[src/rtl/switch_debouncer.sv]
// Per-channel switch debouncer: two-flop synchronizer, then a stability counter
// that accepts a new level only after DEBOUNCE_CYCLES consecutive mismatch cycles.
module switch_debouncer #(
  parameter int WIDTH           = 6,
  parameter int DEBOUNCE_CYCLES = 500000,
  parameter int CNT_W           = $clog2(DEBOUNCE_CYCLES)
) (
  input  logic             CLOCK_50,
  input  logic             RESET_N,
  input  logic [WIDTH-1:0] SW_RAW,
  output logic [WIDTH-1:0] SW_CLEAN,
  output logic [WIDTH-1:0] SW_EDGE
);

  localparam logic [CNT_W-1:0] CNT_MAX = CNT_W'(DEBOUNCE_CYCLES - 1);
  localparam logic [CNT_W-1:0] CNT_ONE = CNT_W'(1);

  logic [WIDTH-1:0] s1_q, s2_q;
  logic [WIDTH-1:0] sw_clean_q, sw_clean_d;
  logic [WIDTH-1:0] sw_edge_q, sw_edge_d;
  logic [CNT_W-1:0] cnt_q [WIDTH];
  logic [CNT_W-1:0] cnt_d [WIDTH];

  // Counter only runs while the synchronized level disagrees with the accepted one.
  always_comb begin
    sw_clean_d = sw_clean_q;
    sw_edge_d  = '0;
    cnt_d      = cnt_q;
    for (int i = 0; i < WIDTH; i++) begin
      if (s2_q[i] == sw_clean_q[i]) begin
        cnt_d[i] = '0;
      end else if (cnt_q[i] == CNT_MAX) begin
        sw_clean_d[i] = s2_q[i];
        sw_edge_d[i]  = 1'b1;
        cnt_d[i]      = '0;
      end else begin
        cnt_d[i] = cnt_q[i] + CNT_ONE;
      end
    end
  end

  always_ff @(posedge CLOCK_50 or negedge RESET_N) begin
    if (!RESET_N) begin
      s1_q       <= '0;
      s2_q       <= '0;
      sw_clean_q <= '0;
      sw_edge_q  <= '0;
      for (int i = 0; i < WIDTH; i++) cnt_q[i] <= '0;
    end else begin
      s1_q       <= SW_RAW;
      s2_q       <= s1_q;
      sw_clean_q <= sw_clean_d;
      sw_edge_q  <= sw_edge_d;
      for (int i = 0; i < WIDTH; i++) cnt_q[i] <= cnt_d[i];
    end
  end

  assign SW_CLEAN = sw_clean_q;
  assign SW_EDGE  = sw_edge_q;

endmodule
[config.mk]
export PLATFORM = sky130hd
export DESIGN_NAME = switch_debouncer
export DESIGN_NICKNAME = d
export VERILOG_FILES = /design/src/rtl/switch_debouncer.sv
export SDC_FILE = /design/constraint.sdc
export NUM_CORES = 1
export LEC_CHECK = 0
export ABC_AREA = 1
export CAP_MARGIN = 5
export CELL_PAD_IN_SITES_DETAIL_PLACEMENT = 1
export CELL_PAD_IN_SITES_GLOBAL_PLACEMENT = 1
export CORE_UTILIZATION = 47
export DETAILED_ROUTE_END_ITERATION = 6
export GPL_TIMING_DRIVEN = 0
export PLACE_DENSITY_LB_ADDON = 0.1
export SYNTH_ARGS = -nofsm -noshare
export SYNTH_HDL_FRONTEND = slang
export SYNTH_SLANG_ARGS = --single-unit
export TNS_END_PERCENT = 50
[constraint.sdc]
create_clock -name CLOCK_50 -period 1.75 [get_ports CLOCK_50]
set_clock_uncertainty 0.1 [all_clocks]
set_input_delay 0.35 -clock CLOCK_50 [delete_from_list [all_inputs] [get_ports CLOCK_50]]
set_output_delay 0.35 -clock CLOCK_50 [all_outputs]
set_load 0.01 [all_outputs]
==> run_summary.xml <==
<?xml version="1.0" encoding="UTF-8"?>
<metrics>
  <group name="layout">
    <metric name="layout.cells.most_common_list" unit="">sky130_fd_sc_hd__nor2_1, sky130_fd_sc_hd__nand2_1, sky130_fd_sc_hd__dfrtp_1</metric>
    <metric name="layout-drive-gt1-share" unit="%">12.5</metric>
    <metric name="layout.core_utilization" unit="%">56.0</metric>
    <metric name="design_area" unit="um2">8570</metric>
    <metric name="antenna_cells_inserted" unit="">0</metric>
    <metric name="most_frequent_standard_cell_in_the_layout_excluding_fill_and_tap_cells" unit="">sky130_fd_sc_hd__nor2_1</metric>
    <metric name="num-fill-cells" unit="">1955</metric>
    <metric name="seqCellArea" unit="um2">3450</metric>
    <metric name="design.final.nets" unit="">1010</metric>
    <metric name="area_of_combinational_cells_with_multiple_inputs" unit="um2">3600</metric>
    <metric name="area_growth_syn_to_layout" unit="%">15.1</metric>
  </group>
  <group name="global_routing">
    <metric name="grt_pass1_wl" unit="um">30700</metric>
    <metric name="grt_util_met2" unit="%">43.1</metric>
    <metric name="maximum_number_of_pins_on_one_net_before_global_route_repair" unit="">89</metric>
    <metric name="globalRouteMet1Util" unit="%">28.8</metric>
    <metric name="busiest_layer" unit="">met2</metric>
    <metric name="number_of_antenna_violations_at_the_first_check_in_global_routing" unit="">0</metric>
    <metric name="first_global_vias" unit="">6567</metric>
    <metric name="groute.usage.overall" unit="%">23.9</metric>
    <metric name="met3_usage" unit="%">4.67</metric>
    <metric name="grt.overflow.total" unit="">0</metric>
  </group>
  <group name="drt">
    <metric name="post-route-drc-count" unit="">0</metric>
    <metric name="drt_pre_antenna_iters" unit="">5</metric>
    <metric name="route.vias.total" unit="">6170</metric>
    <metric name="route.detailed.vias_per_inst" unit="">5.06</metric>
    <metric name="drt-wirelength-per-cell" unit="um">14.6</metric>
    <metric name="drt-initial-drc-count" unit="">319</metric>
    <metric name="totalWireLength" unit="um">17800</metric>
    <metric name="antenna_left" unit="">0</metric>
  </group>
  <group name="timing">
    <metric name="rsz0062_at_grt" unit="">yes</metric>
    <metric name="clock.fmax" unit="MHz">611</metric>
    <metric name="number_of_failing_hold_endpoints_at_the_final_stage" unit="">0</metric>
    <metric name="slew_headroom" unit="%">55.4</metric>
    <metric name="timing.setup.tns" unit="ns">0</metric>
    <metric name="tightest_slew" unit="ns">0.665</metric>
    <metric name="timing_max_transition_violations_final" unit="">0</metric>
    <metric name="post-route-worst-setup-slack" unit="ns">0.114</metric>
    <metric name="number_of_failing_setup_endpoints_in_the_final_timing_report" unit="">0</metric>
    <metric name="layout_worst_path_cycle_share" unit="%">93.5</metric>
    <metric name="layout_min_cycle_time" unit="ns">1.64</metric>
  </group>
  <group name="floorplanning">
    <metric name="boundaryPins" unit="">20</metric>
    <metric name="dieHeight" unit="um">128</metric>
    <metric name="fp-row-count" unit="">45</metric>
    <metric name="design.die.area" unit="um2">16300</metric>
    <metric name="core_area" unit="um2">15300</metric>
    <metric name="start_util" unit="%">48.6</metric>
    <metric name="die_w" unit="um">128</metric>
  </group>
  <group name="synth">
    <metric name="synth-seq-cells" unit="">138</metric>
    <metric name="synth.yosys.seq_area_share" unit="%">46.4</metric>
    <metric name="syn_area_per_cell" unit="um2">7.80</metric>
    <metric name="postSynthNetCount" unit="">968</metric>
    <metric name="yosysTopAreaCell" unit="">sky130_fd_sc_hd__dfrtp_1</metric>
    <metric name="synth.cell_area" unit="um2">7440</metric>
    <metric name="synth_cells" unit="">954</metric>
    <metric name="yosys_warnings" unit="">0</metric>
    <metric name="yosys.cell_types.count" unit="">34</metric>
    <metric name="synth_top_area_share" unit="%">46.4</metric>
    <metric name="ys_top_cells_by_area" unit="">sky130_fd_sc_hd__dfrtp_1, sky130_fd_sc_hd__nor2_1, sky130_fd_sc_hd__nand2_1</metric>
  </group>
  <group name="clocking">
    <metric name="clock_sinks" unit="">138</metric>
    <metric name="clock_tree.buffer_depth" unit="">2</metric>
    <metric name="tritoncts_clock_tree" unit="">built</metric>
    <metric name="cts_inserted_buffers" unit="">17</metric>
    <metric name="clk_pin_slew_worst_paths" unit="ns">0.06</metric>
    <metric name="htree_num_levels" unit="">4</metric>
    <metric name="clockRootBuffer" unit="">sky130_fd_sc_hd__clkbuf_16</metric>
    <metric name="clk-insertion-delay-late" unit="ns">0.42</metric>
  </group>
  <group name="pwr">
    <metric name="leakagePower" unit="nW">3.58</metric>
    <metric name="pwr_density_cell" unit="nW/um2">851</metric>
    <metric name="power.internal" unit="mW">5.67</metric>
    <metric name="comb_power_share" unit="%">3.2</metric>
    <metric name="post-layout-total-power" unit="mW">7.29</metric>
    <metric name="clkPwrFrac" unit="%">51.9</metric>
    <metric name="seq_power_share" unit="%">44.9</metric>
    <metric name="p_sw" unit="mW">1.62</metric>
    <metric name="p_sw_share" unit="%">22.3</metric>
    <metric name="vdd_ir_drop_max" unit="V">0.000788</metric>
  </group>
  <group name="worst_setup_path">
    <metric name="nature_of_the_critical_path_endpoint" unit="">flop</metric>
    <metric name="critPathMaxFanout" unit="">6</metric>
    <metric name="criticalPathCategory" unit="">flop to flop</metric>
    <metric name="required_time_of_the_critical_path" unit="ns">1.96</metric>
    <metric name="critical_path.cell_chain" unit="">ha_1 &gt; nand2_1 &gt; nor2_4 &gt; inv_2 &gt; nor2_4 &gt; a21oi_4 &gt; inv_4 &gt; nor2_2</metric>
    <metric name="endpoint_arrival_time_on_the_critical_path" unit="ns">1.85</metric>
    <metric name="crit_path_top_delay_cell" unit="">sky130_fd_sc_hd__dfrtp_1</metric>
    <metric name="crit_top_cell" unit="">sky130_fd_sc_hd__nor2_4</metric>
    <metric name="critical_path.startpoint_type" unit="">flop</metric>
    <metric name="critical_path.max_stage_delay" unit="ns">0.38</metric>
  </group>
  <group name="placement">
    <metric name="detailedPlace.worstSlack" unit="ns">0.0497</metric>
    <metric name="buffer_ports.inserted" unit="">19</metric>
    <metric name="place.detailed.hpwl" unit="um">12200</metric>
    <metric name="detailed_place.area" unit="um2">7930</metric>
    <metric name="globalplace.congestion" unit="">0.798</metric>
  </group>
  <group name="hold_path">
    <metric name="holdCritPathClass" unit="">flop to flop</metric>
  </group>
  <group name="flow_run">
    <metric name="cap_viol_max_count" unit="">0</metric>
  </group>
  <group name="status">
    <metric name="run_status" unit="">finished, final reports clean</metric>
  </group>
</metrics>
## flip-flops by register name, indices dropped and copies added, names as in the netlist
name	cells
cnt_q	114
s1_q	6
s2_q	6
SW_EDGE	6
SW_CLEAN	6
## routing by layer
| layer | wire, um | part of all wire, % | up-vias |
|---|---|---|---|
| met5 | 0 | 0 | - |
| met4 | 165 | 0.92 | 0 |
| met3 | 410 | 2.3 | 19 |
| met2 | 9250 | 52 | 57 |
| met1 | 8020 | 45 | 3024 |
| li1 | - | - | 3070 |
## cell families after synthesis
logic type,after synthesis,synth area share (%)
AOI/OAI and AO/OA,48,3.58
xor gates and xnor gates,55,6.67
adders and majority gates,6,1.01
buffers and inverters,106,5.45
DFF,138,46.4
and+or+nand+nor,601,36.9
## path summary, 6_finish.rpt
| check | from | endpoint | slack [ns] | cells after the start |
|---|---|---|---|---|
| max | cnt_q[38] | cnt_q[55] | 0.11 | 8 |
| min | s1_q[3] | s2_q[3] | 0.25 | 0 |
| max reg2reg | cnt_q[38] | cnt_q[55] | 0.11 | 8 |
| min reg2reg | s1_q[3] | s2_q[3] | 0.25 | 0 |
| max in group asynchronous | RESET_N | cnt_q[8] | 0.42 | 3 |
| min in group asynchronous | RESET_N | cnt_q[106] | 0.34 | 2 |
## through the flow
step	std cells	hold WS, ns
after CTS	1220	0.248
final	1220	0.247
after floorplan	954	-0.0456
after global routing	1220	0.250
after global placement	1184	0.232
after detailed placement	1185	0.236
## Yosys cell counts (all sizes together)
cell,n
a21oi,30
a31oi,1
and2,4
and3,2
buf,4
clkbuf,3
clkinv,1
dfrtp,138
ha,6
inv,98
nand2,196
nand3,75
nand3b,2
nand4,13
nor2,292
nor3,8
nor3b,9
o21a,2
o21ai,12
o21bai,1
o22ai,2
xnor2,22
xor2,33
## power by group through the flow
stage | logic (mW) | clock network (mW) | registers, mW
global route | 0.273 | 3.99 | 3.28
floorplan | 0.111 | 0 | 3.32
global placement | 0.222 | 0 | 3.33
CTS | 0.243 | 3.86 | 3.27
detailed placement | 0.238 | 0 | 3.33
finish | 0.233 | 3.79 | 3.27
## layout make-up
type	instances	share of cell area, %
Buffer	7	0.365
Clock buffer	22	5.53
Clock inverter	10	1.64
Inverter	99	4.37
Multi-Input combinational cell	710	42.0
Sequential cell	138	40.3
Tap cell	211	3.08
Timing Repair Buffer	23	2.76
## repair_timing
item / CTS / global route
setup buffers: 2 / 0
setup endpoints to repair: 10 / 3
hold buffers: 1 / 0
pin swaps: 0 / 0
endpoints found under the hold margin: 50 / 0
resized for setup: 11 / 2
gates cloned: 0 / 0
## worst max-delay path, delay by kind of cell (launching register included)
kind	cells	cell delay, ns
buffers and inverters	2	0.22
AND/OR/NAND/NOR	4	0.52
AO/OA/AOI/OAI	1	0.11
adder cells (fa/ha/maj)	1	0.19
flip-flops	1	0.38
Note: power is estimated with default switching activity, not from simulation.
